==> config.mk <==
export PLATFORM = sky130hd
export DESIGN_NAME = program_feeder
export DESIGN_NICKNAME = d
export VERILOG_FILES = /design/src/rtl/program_feeder.sv
export SDC_FILE = /design/constraint.sdc
export NUM_CORES = 1
export LEC_CHECK = 0
export BUFFER_PORTS_ARGS = -buffer_cell sky130_fd_sc_hd__buf_2
export CORE_MARGIN = 2
export CORE_UTILIZATION = 45
export DETAILED_ROUTE_END_ITERATION = 16
export PLACE_DENSITY = 0.58
export SETUP_SLACK_MARGIN = 0.05
export SYNTH_ARGS = -nofsm -noshare
export SYNTH_HDL_FRONTEND = slang
export SYNTH_SLANG_ARGS = --single-unit
==> constraint.sdc <==
create_clock -name clk -period 3.7 [get_ports clk]
set_input_delay 0.37 -clock clk [delete_from_list [all_inputs] [get_ports clk]]
set_output_delay 0.37 -clock clk [all_outputs]
set_load 0.05 [all_outputs]
==> src/rtl/program_feeder.sv <==
// Feeds a stored program to a din/run/done processor one instruction at a time.
// Handles two-word immediate instructions and watches for a hung processor.
module program_feeder #(
    parameter int         DEPTH      = 16,
    parameter int         AW         = 4,
    parameter logic [2:0] IMM_OPCODE = 3'b001,
    parameter int         TIMEOUT    = 64
) (
    input  logic          clk,
    input  logic          reset,
    input  logic          load_en,
    input  logic [AW-1:0] load_addr,
    input  logic [15:0]   load_data,
    input  logic [AW:0]   prog_len,
    input  logic          start,
    output logic [15:0]   proc_din,
    output logic          proc_run,
    input  logic          proc_done,
    output logic          busy,
    output logic          finished,
    output logic          timeout_err,
    output logic [AW-1:0] pc
);

    localparam int TW = $clog2(TIMEOUT + 1);

    localparam logic [2:0] S_IDLE   = 3'd0;
    localparam logic [2:0] S_ISSUE  = 3'd1;
    localparam logic [2:0] S_WAIT   = 3'd2;
    localparam logic [2:0] S_FINISH = 3'd3;
    localparam logic [2:0] S_ERR    = 3'd4;

    localparam logic [AW:0]   DEPTH_L = (AW+1)'(DEPTH);
    localparam logic [TW-1:0] T_LAST  = TW'(TIMEOUT - 1);

    logic [2:0]    state_q, state_d;
    logic [AW:0]   pc_q, pc_d;
    logic [AW:0]   len_q, len_d;
    logic [TW-1:0] timer_q, timer_d;
    logic          finished_q, finished_d;
    logic          terr_q, terr_d;

    logic [15:0]   mem_q [DEPTH];
    logic [15:0]   cur_word;
    logic [AW:0]   pc_inc;
    logic          last_word;
    logic          mem_we;

    // pc is one bit wider internally so an immediate fetched past the last
    // word of a full-depth program still reads as "beyond the program".
    assign cur_word  = mem_q[pc_q[AW-1:0]];
    assign pc_inc    = pc_q + (AW+1)'(1);
    assign last_word = (pc_inc >= len_q);
    assign mem_we    = load_en && (state_q == S_IDLE);

    assign proc_din    = (state_q != S_IDLE && pc_q < len_q) ? cur_word : 16'h0000;
    assign proc_run    = (state_q == S_ISSUE);
    assign busy        = (state_q == S_ISSUE) || (state_q == S_WAIT) || (state_q == S_FINISH);
    assign finished    = finished_q;
    assign timeout_err = terr_q;
    assign pc          = pc_q[AW-1:0];

    always_ff @(posedge clk) begin
        if (mem_we) mem_q[load_addr] <= load_data;
    end

    always_comb begin
        state_d    = state_q;
        pc_d       = pc_q;
        len_d      = len_q;
        timer_d    = timer_q;
        finished_d = 1'b0;
        terr_d     = terr_q;
        case (state_q)
            S_IDLE: begin
                if (start) begin
                    if (prog_len == '0) begin
                        finished_d = 1'b1;
                    end else begin
                        len_d   = (prog_len > DEPTH_L) ? DEPTH_L : prog_len;
                        pc_d    = '0;
                        terr_d  = 1'b0;
                        state_d = S_ISSUE;
                    end
                end
            end
            S_ISSUE: begin
                timer_d = '0;
                if (cur_word[8:6] == IMM_OPCODE) pc_d = pc_inc;
                state_d = S_WAIT;
            end
            S_WAIT: begin
                timer_d = timer_q + TW'(1);
                // done wins over the watchdog when both land in the same cycle
                if (proc_done) begin
                    if (last_word) begin
                        finished_d = 1'b1;
                        state_d    = S_FINISH;
                    end else begin
                        pc_d    = pc_inc;
                        state_d = S_ISSUE;
                    end
                end else if (timer_q == T_LAST) begin
                    terr_d  = 1'b1;
                    state_d = S_ERR;
                end
            end
            S_FINISH: state_d = S_IDLE;
            S_ERR:    state_d = S_IDLE;
            default:  state_d = S_IDLE;
        endcase
    end

    always_ff @(posedge clk) begin
        if (reset) begin
            state_q    <= S_IDLE;
            pc_q       <= '0;
            len_q      <= '0;
            timer_q    <= '0;
            finished_q <= 1'b0;
            terr_q     <= 1'b0;
        end else begin
            state_q    <= state_d;
            pc_q       <= pc_d;
            len_q      <= len_d;
            timer_q    <= timer_d;
            finished_q <= finished_d;
            terr_q     <= terr_d;
        end
    end

endmodule
Word-level counts from Yosys, hierarchy flattened
Memories as Yosys holds them, arrays and structs flattened. A register that Yosys moved wholly into a read port is not among the register bits.
Index checks and enable logic that the tools add are counted.
- output and inout port bits: 24
- input bits: 30
- memories kept: 1
- bits in writable memories: 256
- word-level logic and storage cells: 69
- register bits after elaboration: 22
- memory list (memory ; depth ; width ; rd ports ; clocked after Yosys merged registers in ; wr ports ; line ; text):
    mem_q ; 16 ; 16 ; 1 ; 1 ; 1 ; 43 ; logic [15:0] mem_q [DEPTH];
- muxes and demuxes: 29
- eq/ne operators: 13
- $lt $le $gt $ge: 3
- $add $sub $neg: 2
- reduce and logical (&&, ||, !) cells: 14
- bitwise logic cells: 1
- operators by type and width (cell ; number):
    5-bit 2-to-1 mux ; 6
    16-bit 2-to-1 mux ; 1
    5-bit case mux with 3 select lines ; 1
    7-bit case mux with 2 select lines ; 1
    3-bit 2-to-1 mux ; 4
    1-bit 2-to-1 mux ; 10
    2-bit != test, second input constant ; 5
    3-bit case mux with 3 select lines ; 1
    4-bit 2-to-1 mux ; 2
    7-bit by 1-bit adder with 7-bit output, second input constant ; 1
    7-bit by 6-bit equality test with 1-bit output, second input constant ; 1
    3-bit by 1-bit equality test with 1-bit output, second input constant ; 2
    3-bit by 2-bit equality test with 1-bit output, second input constant ; 2
    3-bit AND reduction ; 2
    6-bit AND reduction ; 1
    3-bit nonzero test ; 2
    5-bit by 1-bit adder with 5-bit output, second input constant ; 1
    5-bit greater-or-equal comparator ; 1
    5-bit greater-than comparator, second input constant ; 1
    5-bit zero test ; 1
    5-bit less-than comparator ; 1
    5-bit AND reduction ; 1
    2-bit by 1-bit != test with 1-bit output, second input constant ; 2
    1-bit case mux with 2 select lines ; 2
    other kinds (7) ; 10

Longest topological paths before layout
- depth in word-level cells: 7
- mapped depth: 9
- mapped depth without buffers: 9

Least setup slack after synthesis
No wires, ideal clock.
- path kind: register -> register
- start point: reg state_q[1]
- end point: mem mem_q[0][0], enable pin
- data arrival time: 2.769 ns
- library setup time: 0.409 ns
- buffers on the path: 1
- stages on the path, launching flop included: 6
- required time: 3.291 ns
- clock period less this slack: 3.179 ns
- path slack: 0.521 ns
- cells stage by stage: dfxtp_1 > clkbuf_1 > nor3_1 > nand2_1 > or3_1 > nor3_1
- word-level cells in the longest chain between the ends: 4
- RTL lines (element ; line ; text):
    from (decl) ; 36 ; logic [2:0] state_q, state_d;
    from (signal assigned) ; 123 ; state_q <= state_d;
    3-bit zero test ; 54 ; assign mem_we = load_en && (state_q == S_IDLE);
    1-bit logical AND ; 54 ;
    1-bit 2-to-1 mux ; 64 ; if (mem_we) mem_q[load_addr] <= load_data;
    1-bit 2-to-1 mux (not written as such) ; 64 ;
    to (decl) ; 43 ;
No other way between the ends.

==> flow_metrics.py <==
metrics = {
    "status": {
        "status": "finished, final reports clean",
    },
    "global_route": {
        "grt_first_pass_wirelength_mm": 36.4,
        "grt_pass1_vias": 5785,
        "antenna_found_initial": 1,
        "grt_max_degree": 62,
        "grt_use_total": 0.189,
        "grt_overflow": 0,
    },
    "final_layout": {
        "syn_to_final_growth_pct": 15.3,
        "regArea_um2": 8210,
        "mostFrequentLayoutCells": "edfxtp_1 (256), mux4_2 (71), buf_2 (53), clkbuf_16 (31)",
        "multi_input_area_um2": 2930,
        "layout_commonest_cell": "edfxtp_1",
        "fill_cells": 1919,
        "nets": 700,
        "drive_above_1_share": 0.317,
    },
    "yosys": {
        "yosys.area.top_type": "edfxtp_1",
        "synth_nets": 618,
        "ys_seq_elements": 282,
        "synthFlopType": "edfxtp_1",
        "synthCells": 576,
        "ys_warn_count": 0,
        "synth-edff-count": 256,
        "yosysTopAreaCellShare": 0.682,
        "syn_area_per_cell_um2": 19.6,
        "synthArstFlopShare": 0,
        "ys_types": 49,
        "synth_seq_area_share": 0.728,
        "synth_area_um2": 11300,
        "yosys-top-cells-area": "edfxtp_1 (68%), mux4_2 (14%), dfxtp_1 (4.6%)",
    },
    "worst_hold_path": {
        "holdCritPathClass": "primary input to register",
        "min_to": "state_q[2]$_SDFFE_PP0P_",
        "hold_depth": 2,
        "hold_path.startpoint": "proc_done",
    },
    "clocking": {
        "cts_setup_buffers": 0,
        "htreeDepth": 1,
        "cts_tree": "done",
        "cts_sinks": 282,
        "cts_max_path_buffers": 3,
        "root_buffer": "clkbuf_16",
        "cts_buffers": 30,
        "post_cts_resize_count": 0,
        "clk_pin_slew_worst_paths_ps": 60,
        "hold_buffers": 0,
        "clk_latency_ps": 530,
    },
    "detailed_routing": {
        "wl_per_cell_um": 24.1,
        "wirelength_mm": 24.2,
        "drtPass1Iterations": 4,
        "drcViolationCount": 0,
        "drtAntennaViolNets": 0,
        "vias": 5735,
        "viasPerCell": 5.71,
        "first_iter_violations": 480,
    },
    "floorplan": {
        "rows": 57,
        "die_h_um": 162,
        "dieArea_um2": 26300,
        "io_pins": 54,
        "initial_utilization": 0.461,
        "die_w_um": 162,
        "core_area_um2": 24500,
    },
    "place": {
        "dp.final_hpwl_mm": 13.7,
        "place.gp.congestion": 0.770,
        "placement.io_buffers": 53,
    },
    "sta": {
        "worst_pin_slew_ps": 923,
        "tns_ps": 0,
        "min_period_over_period": 0.895,
        "rsz0062_at_grt": "false",
        "hold_violations": 0,
        "drv_slew": 0,
        "slew_headroom": 0.382,
        "final.setup_skew_ps": 12.5,
        "setup_viol": 0,
        "finalCriticalPeriod_ps": 3310,
        "fmax_mhz": 302,
    },
    "worst_setup_path": {
        "r2r_cells": 7,
        "regToRegSetupSlack_ps": 950,
        "arrival_ps": 2940,
        "crit_fanout": 56,
        "crit_required_ps": 3330,
        "worstSetupEndpointType": "output pin",
        "path_class": "register to output pin",
        "crit_path_start_kind": "register",
    },
    "run": {
        "cap_violations": 0,
    },
    "power": {
        "p_leak_nw": 4.24,
        "max-vdd-ir-drop_uv": 327,
        "power.total_mw": 6.74,
        "p_per_area_nw_per_um2": 519,
    },
}
-- final cells by class --
cell class,count,share of cell area
Sequential cell,282,0.632
Clock buffer,38,0.0617
Antenna cell,1,0.000193
Clock inverter,15,0.00973
Inverter,7,0.00202
Tap cell,324,0.0312
Multi-Input combinational cell,258,0.226
Timing Repair Buffer,79,0.0374
-- routing by layer --
layer	GRT usage	part of all wire	routed length, um	up-vias
li1	-	-	-	2537
met1	0.266	0.44	10600	2981
met2	0.308	0.48	11600	178
met3	0.0327	0.058	1410	39
met4	0.0527	0.024	587	0
met5	0	0	0	-
-- cells by family (layout without fill, tap and decap cells) --
group | after synthesis | count (layout) | synth area share
multiplexers | 82 | 82 | 0.160
adder cells (fa/ha/maj) | 12 | 12 | 0.0133
AO/OA/AOI/OAI | 46 | 46 | 0.0274
buffers and inverters | 36 | 139 | 0.0159
flip-flops | 282 | 282 | 0.728
other | 0 | 1 | 0
AND/OR/NAND/NOR | 115 | 115 | 0.0521
XOR/XNOR | 3 | 3 | 0.00233
-- synth_stat cells, types with 4 or more instances --
cell        n
nor2_1     36
o21ai_0     9
inv_1       7
mux2i_1     4
a21oi_1    18
nand3_1     8
clkbuf_1   12
nand2_1    20
nand4b_1    5
dfxtp_1    26
nor2b_1     6
buf_4       4
mux4_1      6
buf_2       8
ha_1       12
nor3_1      6
edfxtp_1  256
and3_1     17
mux4_2     71
-- critical path, stage by stage (launching register included) --
cell and delay, ps:
dfxtp_4 460, buf_12 410, mux4_2 560, mux4_2 490, and3_1 220, buf_2 220
-- power by group --
| group | switching, mW | internal [mW] |
|---|---|---|
| clock network | 1.14 | 1.66 |
| logic | 0.262 | 0.149 |
| registers | 0.0193 | 3.51 |
| total | 1.42 | 5.32 |
-- stage by stage --
step / instances / setup WS (ps) / hold WS, ps / utilization / instance area [um^2]
CTS: 1003 / 329 / 40.5 / 0.531 / 13000
finish: 1004 / 389 / 73.1 / 0.531 / 13000
global route: 1003 / 210 / 75.7 / 0.531 / 13000
global placement: 950 / 898 / 448 / 0.493 / 12100
detailed placement: 950 / 900 / 449 / 0.493 / 12100
floorplan: 576 / 521 / 432 / - / 11300
-- worst max path at each step --
stage | end | slack, ps | from
floorplan | mem_q[0][0]$_DFFE_PP_ | 520 | state_q[1]$_SDFFE_PP0P_
global placement | proc_din[1] | 900 | register
detailed placement | proc_din[1] | 900 | register
CTS | proc_din[14] | 330 | register
global route | proc_din[6] | 210 | register
finish | proc_din[1] | 390 | register
-- registers in the layout, summed over array words and instances (netlist names), named ones only --
register / flops
pc_q: 5
len_q: 5
finished: 1
state_q: 3
timeout_err: 1
timer_q: 7
mem_q: 256
Power figures use the tool's default switching activity.
